===== config.mk =====
export PLATFORM = sky130hd
export DESIGN_NAME = pipe_fetch
export DESIGN_NICKNAME = d
export VERILOG_FILES = /design/src/rtl/pipe_fetch.sv
export SDC_FILE = /design/constraint.sdc
export NUM_CORES = 1
export LEC_CHECK = 0
export ABC_CLOCK_PERIOD_IN_PS = 6200
export CORE_UTILIZATION = 44
export DETAILED_ROUTE_END_ITERATION = 10
export PLACE_DENSITY = 0.8
export SETUP_SLACK_MARGIN = 0.4
export SYNTH_ARGS = -nofsm -noshare
export SYNTH_HDL_FRONTEND = slang
export SYNTH_SLANG_ARGS = --single-unit

===== constraint.sdc =====
create_clock -name clk -period 6.2 [get_ports clk]
set_input_delay 1.24 -clock clk [delete_from_list [all_inputs] [get_ports clk]]
set_output_delay 1.24 -clock clk [all_outputs]
set_load 0.02 [all_outputs]

===== src/rtl/pipe_fetch.sv =====
// Instruction-fetch stage and IF/ID register of the five-stage pipeline.
// Owns the PC and the imem handshake, with a one-entry skid buffer and branch delay slot.
module pipe_fetch #(
  parameter logic [31:0] RESET_PC = 32'h0000_0000
) (
  input  logic        clk,
  input  logic        rst,
  output logic        o_imem_req,
  output logic [31:0] o_imem_addr,
  input  logic        i_imem_ack,
  input  logic [31:0] i_imem_rdata,
  input  logic [1:0]  i_pcsource,
  input  logic [31:0] i_bpc,
  input  logic [31:0] i_rpc,
  input  logic [31:0] i_jpc,
  input  logic        i_nostall,
  output logic [31:0] o_inst,
  output logic [31:0] o_dpc4,
  output logic        o_dvalid,
  output logic [31:0] o_pc
);

  logic [31:0] r_pc;
  logic [31:0] r_inst;
  logic [31:0] r_dpc4;
  logic        r_dvalid;
  logic [31:0] r_sinst;
  logic [31:0] r_spc4;
  logic        r_svalid;
  logic        r_pend;
  logic [31:0] r_ptgt;

  logic        w_req;
  logic        w_ack;
  logic        w_consume;
  logic        w_load;
  logic        w_redirect;
  logic [31:0] w_pc4;
  logic [31:0] w_target;

  // The request drops the instant reset rises so memory sees an abandoned transaction.
  assign w_req      = !r_svalid && !rst;
  assign w_ack      = w_req && i_imem_ack;
  assign w_consume  = r_dvalid && i_nostall;
  assign w_load     = !r_dvalid || w_consume;
  assign w_redirect = w_consume && (i_pcsource != 2'b00);
  assign w_pc4      = r_pc + 32'd4;

  always_comb begin
    w_target = r_pc;
    case (i_pcsource)
      2'b01:   w_target = i_bpc;
      2'b10:   w_target = i_rpc;
      2'b11:   w_target = i_jpc;
      default: w_target = r_pc;
    endcase
  end

  always_ff @(posedge clk or posedge rst) begin
    if (rst) begin
      r_pc     <= RESET_PC;
      r_inst   <= 32'h0;
      r_dpc4   <= 32'h0;
      r_dvalid <= 1'b0;
      r_sinst  <= 32'h0;
      r_spc4   <= 32'h0;
      r_svalid <= 1'b0;
      r_pend   <= 1'b0;
      r_ptgt   <= 32'h0;
    end else begin
      if (w_load) begin
        if (r_svalid) begin
          r_inst   <= r_sinst;
          r_dpc4   <= r_spc4;
          r_dvalid <= 1'b1;
          r_svalid <= 1'b0;
        end else if (w_ack) begin
          r_inst   <= i_imem_rdata;
          r_dpc4   <= w_pc4;
          r_dvalid <= 1'b1;
        end else begin
          r_inst   <= 32'h0;
          r_dvalid <= 1'b0;
        end
      end else if (w_ack) begin
        r_sinst  <= i_imem_rdata;
        r_spc4   <= w_pc4;
        r_svalid <= 1'b1;
      end

      // A redirect whose delay slot is already in hand wins over the sequential pc+4.
      if (w_redirect && (r_svalid || w_ack)) begin
        r_pc <= w_target;
      end else if (w_ack) begin
        r_pc <= r_pend ? r_ptgt : w_pc4;
      end

      if (w_ack) begin
        r_pend <= 1'b0;
      end
      if (w_redirect && !r_svalid && !w_ack) begin
        r_pend <= 1'b1;
        r_ptgt <= w_target;
      end
    end
  end

  assign o_imem_req  = w_req;
  assign o_imem_addr = r_pc;
  assign o_inst      = r_inst;
  assign o_dpc4      = r_dpc4;
  assign o_dvalid    = r_dvalid;
  assign o_pc        = r_pc;

endmodule


==> results of run 1 <==
## cell type report
| type | instances | area [sq um] |
|---|---|---|
| multi-input combinational | 612 | 4501 |
| clock inverter | 14 | 147.6 |
| sequential | 195 | 4883 |
| fill | 1789 | 8892 |
| inverter | 9 | 37.54 |
| tap | 280 | 350.3 |
| clock buffer | 18 | 429.2 |
| timing repair buffer | 274 | 2718 |
## power breakdown
part	internal [mW]	switching, mW	leakage (nW)	total [mW]
sequential	1.69	0.424	2.41	2.12
combinational	0.952	0.927	2.59	1.88
clock	0.568	0.511	0.273	1.08
## layout by cell type, fill, tap and decap left out, types with 13 or more instances in the layout
master           count
clkbuf_16           17
mux2i_1             18
nand3_1             25
a22oi_1             37
nand2_1             45
dfrtp_1            194
mux2_2              76
and3_1              24
a21oi_1             87
o21ai_0             60
mux4_2              32
nor3_1              13
clkdlybuf4s50_1    261
nor2_1              77
## critical path, stage by stage
cell and delay, ns:
clkdlybuf4s50_1 0.50, nor2_1 0.17, clkdlybuf4s50_1 0.64
## synthesized netlist by cell type, drive strengths merged, types with 12 or more instances
cell,instances
dfrtp,195
a21oi,87
nor2,79
mux2,76
o21ai,63
buf,60
clkbuf,46
nand2,45
a22oi,37
mux4,32
nand3,25
and3,24
mux2i,18
nor3,15
nand4,12
## state kept, by name, indices dropped and copies added, names as in the netlist
signal       count
r_sinst         32
r_svalid         1
r_pend           1
o_inst          32
o_dpc4          32
o_dvalid         1
r_spc4          32
o_imem_addr     32
r_ptgt          32
## per-layer routing
layer | part of all wire [%] | track usage [%] | vias to the layer above
met5 | 0 | 0 | -
met4 | 2.1 | 7.677 | 0
met3 | 7.6 | 4.693 | 35
met2 | 49 | 39.68 | 358
met1 | 42 | 32.40 | 4023
li1 | - | - | 3704
## logic make-up (layout without fill, tap and decap cells)
logic type,Yosys count,after routing,share of synthesized area (%)
adders and majority gates,1,1,0.1261
AOI/OAI and AO/OA,232,232,13.77
and+or+nand+nor,234,234,11.69
muxes,126,126,17.70
xor gates and xnor gates,19,19,1.677
DFF,195,195,49.17
buffers and inverters,115,315,5.875
## final timing paths
path | end | slack (ns) | depth (start not counted)
max | o_imem_req | 2.40 | 3
min reg2reg | o_dpc4[22] | 0.48 | 2
min | o_dpc4[22] | 0.48 | 2
max in group asynchronous | o_imem_addr[11] | 3.46 | 3
min in group asynchronous | o_inst[13] | 1.43 | 2
max reg2reg | r_spc4[10] | 3.31 | 6
==> results.toml, run 1 <==
[outcome]
outcome = "complete, but fails checks"
violations = "design-rule violations"

[worst_setup_path]
endpoint_kind = "output port"
crit_fanout = 4
crit_required_ns = 4.96
path_class = "in -> out"
cp-startpoint = "rst"
worstPathArrival_ns = 2.56
critPathLaunchType = "primary input"
r2r_start = "r_svalid"

[min_path]
worstHoldStart = "o_dpc4[22]"
hp-class = "reg -> reg"

[floorplanning]
die_w_microns = 152.2
fp.dieH_microns = 152.2
die_area_sq_um = 23160
num_io_pins = 264
num_rows = 54
core_sq_um = 21960
start_util_pct = 45.20

[timing]
worst_slew_pin_slew_ns = 1.261
clock_skew_ns = 0.009762
fin_tns_setup_ns = 0
setup_viol_count_final = 0
maxSlewHeadroom_pct = 15.96
max_freq_ghz = 0.2635
fin_crit_sh_pct = 61.22
rsz0062_at_grt = "false"
period_needed_ns = 3.795
drv_slew = 0
worst_slack_ns = 2.405
whs_ns = 0.4797
hold_violations = 0

[clock_network]
clkTransAtPathRegs_ns = 0.07
post_cts_buffers = 0
numCtsBuffers = 17
cts.sinks = 195
cts-htree-levels = 4
clk_path_buf_depth = 2
cts_hold_buf = 0
cts_resized = 0
cts-root-buf = "clkbuf_16"
cts_tree = "built"
clock_latency_ns = 0.43

[drt]
drc = 9
vias = 8120
post_drt_wl_per_cell_microns = 19.74
drtAntennaViolNets = 0
via_per_inst = 5.792
first_pass_iters = 11
drt-total-wl_microns = 27680
drtIter0Drc = 652

[layout]
num_antenna_cells = 0
drive_above_1_share_pct = 14.88
layout.nets = 1244
postLayoutCoreUtil_pct = 59.50
syn2layout_area_growth_pct = 31.66
fin_cells = 1402
final_area_sq_um = 13070

[grt]
antenna_found_initial = 0
grt_max_degree = 86
overflow = 0
grt_first_pass_wirelength_microns = 43840
grt_use_total_pct = 24.18
grt_pass1_vias = 8058

[place]
finalWeightedCongestion = 0.9225
hpwl_microns = 19600
io_buffer_count = 263
place_inst = 1370
dpl-instance-area_sq_um = 12490
pre_cts_slack_ns = 2.398

[logic_synthesis]
synthTopCellsByArea = "dfrtp_1, mux2_2, mux4_2"
synthFlopType = "dfrtp_1"
synthArstFlopShare_pct = 100.0
ys_seq_area_share_pct = 49.17
synth_edf_count = 0
synth_nets = 1057
ys_seq_elements = 195
syn_area_sq_um = 9925
yosysWarnings = 0
yosysTopAreaCell = "dfrtp_1"
avgSynthCellArea_sq_um = 10.76
synth_cells = 922
synth.distinct_cells = 50
netlist.area_leader.share_pct = 49.17

[run]
max_cap_violations = 0

[power]
p_leak_nw = 5.274
p_total_mw = 5.074
powerDensity_nw_per_um2 = 388.3
ir_drop_mv = 0.2029
No activity file was read; power rests on OpenSTA's default activity.
==> run 2, diff against run 1 <==
Settings changed: ABC_CLOCK_PERIOD_IN_PS 6200 to 3450.
Clock period 6.2 ns to 3.45 ns, I/O delays scaled along.
==> results.toml, run 2 (synthesized netlist as in run 1, its figures left out) <==
[worst_setup_path]
crit_required_ns = 3.75
cp_cell_sequence = "ha_1, nand4_1, nor3_2, a21boi_0, o31ai_1, o21ai_0"
critPathLaunchType = "flop"
reg2reg_to = "o_dpc4[26]"
endpoint_kind = "flop"
crit_slowest_cell = "dfrtp_1"
worstPathArrival_ns = 3.07
r2r_start = "o_imem_addr[2]"
max_stage_delay_ns = 0.67
crit_fanout = 11
reg2reg_depth = 6
r2r_slack_ns = 0.68
path_class = "reg -> reg"

[outcome]
outcome = "complete, but fails checks"
violations = "design-rule violations"

[grt]
grt_first_pass_wirelength_microns = 44790
overflow = 0
antenna_found_initial = 2
grt_pass1_vias = 8181
grt_use_total_pct = 24.73
grt_max_degree = 76

[power]
p_leak_nw = 5.330
ir_drop_mv = 0.3317
powerDensity_nw_per_um2 = 693.0

[drt]
post_drt_wl_per_cell_microns = 19.86
vias = 8214
drc = 9
drt-total-wl_microns = 28040
first_pass_iters = 8
drtIter0Drc = 806
drtAntennaViolNets = 0
via_per_inst = 5.817

[floorplanning]
die_w_microns = 152.2
num_io_pins = 264
die_area_sq_um = 23160
core_sq_um = 21960
start_util_pct = 45.20
fp.dieH_microns = 152.2
num_rows = 54

[clock_network]
clock_latency_ns = 0.44
clkTransAtPathRegs_ns = 0.07
numCtsBuffers = 17
cts_hold_buf = 0
post_cts_buffers = 0
cts.sinks = 195
cts_resized = 0
clk_path_buf_depth = 2
cts_tree = "built"
cts-htree-levels = 4
cts-root-buf = "clkbuf_16"

[layout]
final_common_cell = "clkdlybuf4s50_1"
postLayoutCoreUtil_pct = 59.96
syn2layout_area_growth_pct = 32.67
final_cell_mix = "clkdlybuf4s50_1, dfrtp_1, a21oi_1, nor2_1, mux2_2"
drive_above_1_share_pct = 15.65
layout.nets = 1253
final_area_sq_um = 13170

[place]
pre_cts_slack_ns = 0.6946
hpwl_microns = 20070
dpl-instance-area_sq_um = 12590
finalWeightedCongestion = 0.8878
io_buffer_count = 263

[timing]
fin_tns_setup_ns = 0
rsz0062_at_grt = "false"
worst_slack_ns = 0.6826
setup_viol_count_final = 0
max_freq_ghz = 0.3614
drv_slew = 0
hold_violations = 0
worst_slew_pin_slew_ns = 0.8597
clock_skew_ns = 0.01073
period_needed_ns = 2.767
maxSlewHeadroom_pct = 42.62
fin_crit_sh_pct = 80.21

[min_path]
min_path_cells = 2
worstHoldStart = "o_dpc4[26]"
min_to = "o_dpc4[26]"
hp-class = "reg -> reg"

[run]
max_cap_violations = 0
-- run 2: layout make-up --
class                      count  area [sq um]
inverter                       9         37.54
timing repair buffer         283          2823
fill                        1781          8792
antenna                        1         2.502
clock buffer                  17         425.4
clock inverter                15         143.9
tap                          280         350.3
multi-input combinational    612          4501
sequential                   195          4883
-- run 2: worst max path at each step --
stage                         from               to  slack, ns  cells past startpoint
finish              o_imem_addr[2]       o_dpc4[26]       0.68                      6
global route        o_imem_addr[2]  o_imem_addr[24]       0.56                      6
CTS                            rst       o_imem_req       0.69                      3
detailed placement             rst  o_imem_addr[15]       0.69                      7
global placement               rst       o_imem_req       0.72                      3
floorplan                      rst        o_dpc4[0]       0.24                      1
-- run 2: stage by stage --
stage	instances	hold WS [ns]	total power, mW
2_1_floorplan	922	0.4648	5.722
3_3_place_gp	1379	0.4611	7.095
3_5_place_dp	1379	0.4776	7.224
4_1_cts	1411	0.4942	9.132
5_1_grt	1412	0.5143	9.575
6_report	1412	0.4830	9.124
-- run 2: critical path, delay by kind of cell (launching register included) --
kind,cells,cell delay (ns)
compound gates,3,0.89
fa+ha+maj,1,0.36
simple gates,2,0.71
flops,1,0.67
-- run 2: report_power, final --
group          total (mW)  internal, mW  switching (mW)
clock network        1.91         0.957           0.956
registers            3.77          3.04           0.732
logic                3.44          1.72            1.72
-- run 2: layer usage --
metal / wire (microns) / GRT usage (%)
met5: 13 / 0
met4: 837 / 9.767
met3: 2377 / 5.262
met2: 13570 / 39.30
met1: 11250 / 33.18
==> run 3, diff against run 2 <==
Settings changed: ABC_CLOCK_PERIOD_IN_PS 3450 to 2500.
Clock period 3.45 ns to 2.5 ns, I/O delays scaled along.
==> results.toml, run 3 (synthesized netlist as in run 1, its figures left out) <==
[timing]
drv_slew = 0
setup_viol_count_final = 0
period_needed_ns = 2.082
hold_violations = 0
worst_slew_pin_slew_ns = 0.8250
maxSlewHeadroom_pct = 44.94
whs_ns = 0.4847
rsz0062_at_grt = "true"
clock_skew_ns = 0.008909
fin_crit_sh_pct = 83.27
max_freq_ghz = 0.4803

[layout]
final_cell_mix = "clkdlybuf4s50_1, dfrtp_1, a21oi_1, mux2_2, nor2_1"
final_common_cell = "clkdlybuf4s50_1"
drive_above_1_share_pct = 21.31
layout.nets = 1295
syn2layout_area_growth_pct = 38.50

[worst_setup_path]
critPathLaunchType = "flop"
max_stage_delay_ns = 0.65
crit_slowest_cell = "clkdlybuf4s50_1"
crit_fanout = 6
worstPathArrival_ns = 1.58
crit_required_ns = 2.00
path_buf_inv = 1
crit_family = "buffers and inverters"
cp_cell_sequence = "clkdlybuf4s50_1"
path_class = "reg -> out"
endpoint_kind = "output port"

[outcome]
violations = "design-rule violations"
outcome = "complete, but fails checks"

[floorplanning]
die_w_microns = 152.2
num_rows = 54
fp.dieH_microns = 152.2
die_area_sq_um = 23160
num_io_pins = 264
core_sq_um = 21960
start_util_pct = 45.20

[grt]
grt_pass1_vias = 8346
overflow = 0
top_usage_layer = "met2"
grt_use_total_pct = 25.32
use_met3_pct = 4.807
grt_first_pass_wirelength_microns = 45910
grt_util_met1_pct = 35.16
grt_max_degree = 82
antenna_found_initial = 1
gr-usage-met2_pct = 39.76

[place]
io_buffer_count = 263
hpwl_microns = 20730
finalWeightedCongestion = 0.8827

[drt]
vias = 8399
drtAntennaViolNets = 0
first_pass_iters = 8
drt-total-wl_microns = 28980
drtIter0Drc = 739
post_drt_wl_per_cell_microns = 19.93
drc = 8
via_per_inst = 5.776

[power]
ir_drop_mv = 0.4577
p_total_mw = 12.87
p_leak_nw = 5.876
powerDensity_nw_per_um2 = 936.6

[clock_network]
cts-htree-levels = 4
clkTransAtPathRegs_ns = 0.07
clk_path_buf_depth = 2
cts.sinks = 195
cts_tree = "built"
cts-root-buf = "clkbuf_16"
clock_latency_ns = 0.44
numCtsBuffers = 17

[run]
max_cap_violations = 0

[min_path]
hp-class = "reg -> reg"
-- run 3: cell types whose count changed in the layout (fill, tap and decap cells not counted), sizes merged --
cell and change:
buf +42, bufinv +1, dlymetal6s2s +13, clkbuf +1, clkdlybuf4s50 -46, dlygate4sd2 +33, clkinvlp -3, clkinv +1
-- run 3: timing repair --
action / in CTS / in global routing
setup buffers: 2 / 8
hold buffers: 0 / 0
gates resized for setup: 47 / 33
setup endpoints to repair: 63 / 57
pin swaps: 2 / 13
-- run 3: tightest hold or removal path, delay by kind of cell, from the launching register on --
kind               cells  cell delay, ns
DFF                    1            0.34
and+or+nand+nor        1            0.05
AOI/OAI and AO/OA      1            0.06
-- run 3: path summary, 6_finish.rpt --
| kind | endpoint | cells after the start | from | slack (ns) |
|---|---|---|---|---|
| setup / recovery | o_imem_addr[30] | 1 | o_imem_addr[30] | 0.42 |
| hold / removal | o_dpc4[2] | 2 | o_dpc4[2] | 0.48 |
| setup reg to reg | o_dpc4[21] | 6 | o_imem_addr[15] | 0.44 |
| hold reg to reg | o_dpc4[2] | 2 | o_dpc4[2] | 0.48 |
| max in group asynchronous | o_dpc4[15] | 4 | rst | 1.25 |
| min in group asynchronous | r_sinst[3] | 2 | rst | 0.55 |
-- run 3: final cells by class --
type,instances,area (sq um)
clock buffers,18,429.2
flip-flops and latches,195,4895
multi-input cells,612,4611
inverters,9,37.54
fillers,1745,8213
well taps,280,350.3
diodes,1,2.502
clock inverters,14,166.4
repair buffers,325,3254
-- run 3: metal layers --
layer	vias to the layer above	share of wire, %
li1	3803	-
met1	4121	42
met2	418	48
met3	57	7.6
met4	0	2.8
met5	-	0
-- run 3: per-stage QoR --
step	utilization (%)	cells	setup slack, ns	cell area, sq um	setup TNS (ns)
2_1_floorplan	-	922	-0.5184	9936	-101.09
3_3_place_gp	59.02	1411	0.1584	12960	0
3_5_place_dp	59.02	1411	0.1804	12960	0
4_1_cts	61.85	1445	0.3885	13580	0
5_1_grt	62.60	1454	0.3443	13750	0
6_report	62.60	1454	0.4182	13750	0
-- run 3: where the power goes --
group          internal (mW)  switching [mW]
logic                   2.46            2.66
clock network           1.43            1.32
registers               4.21           0.792
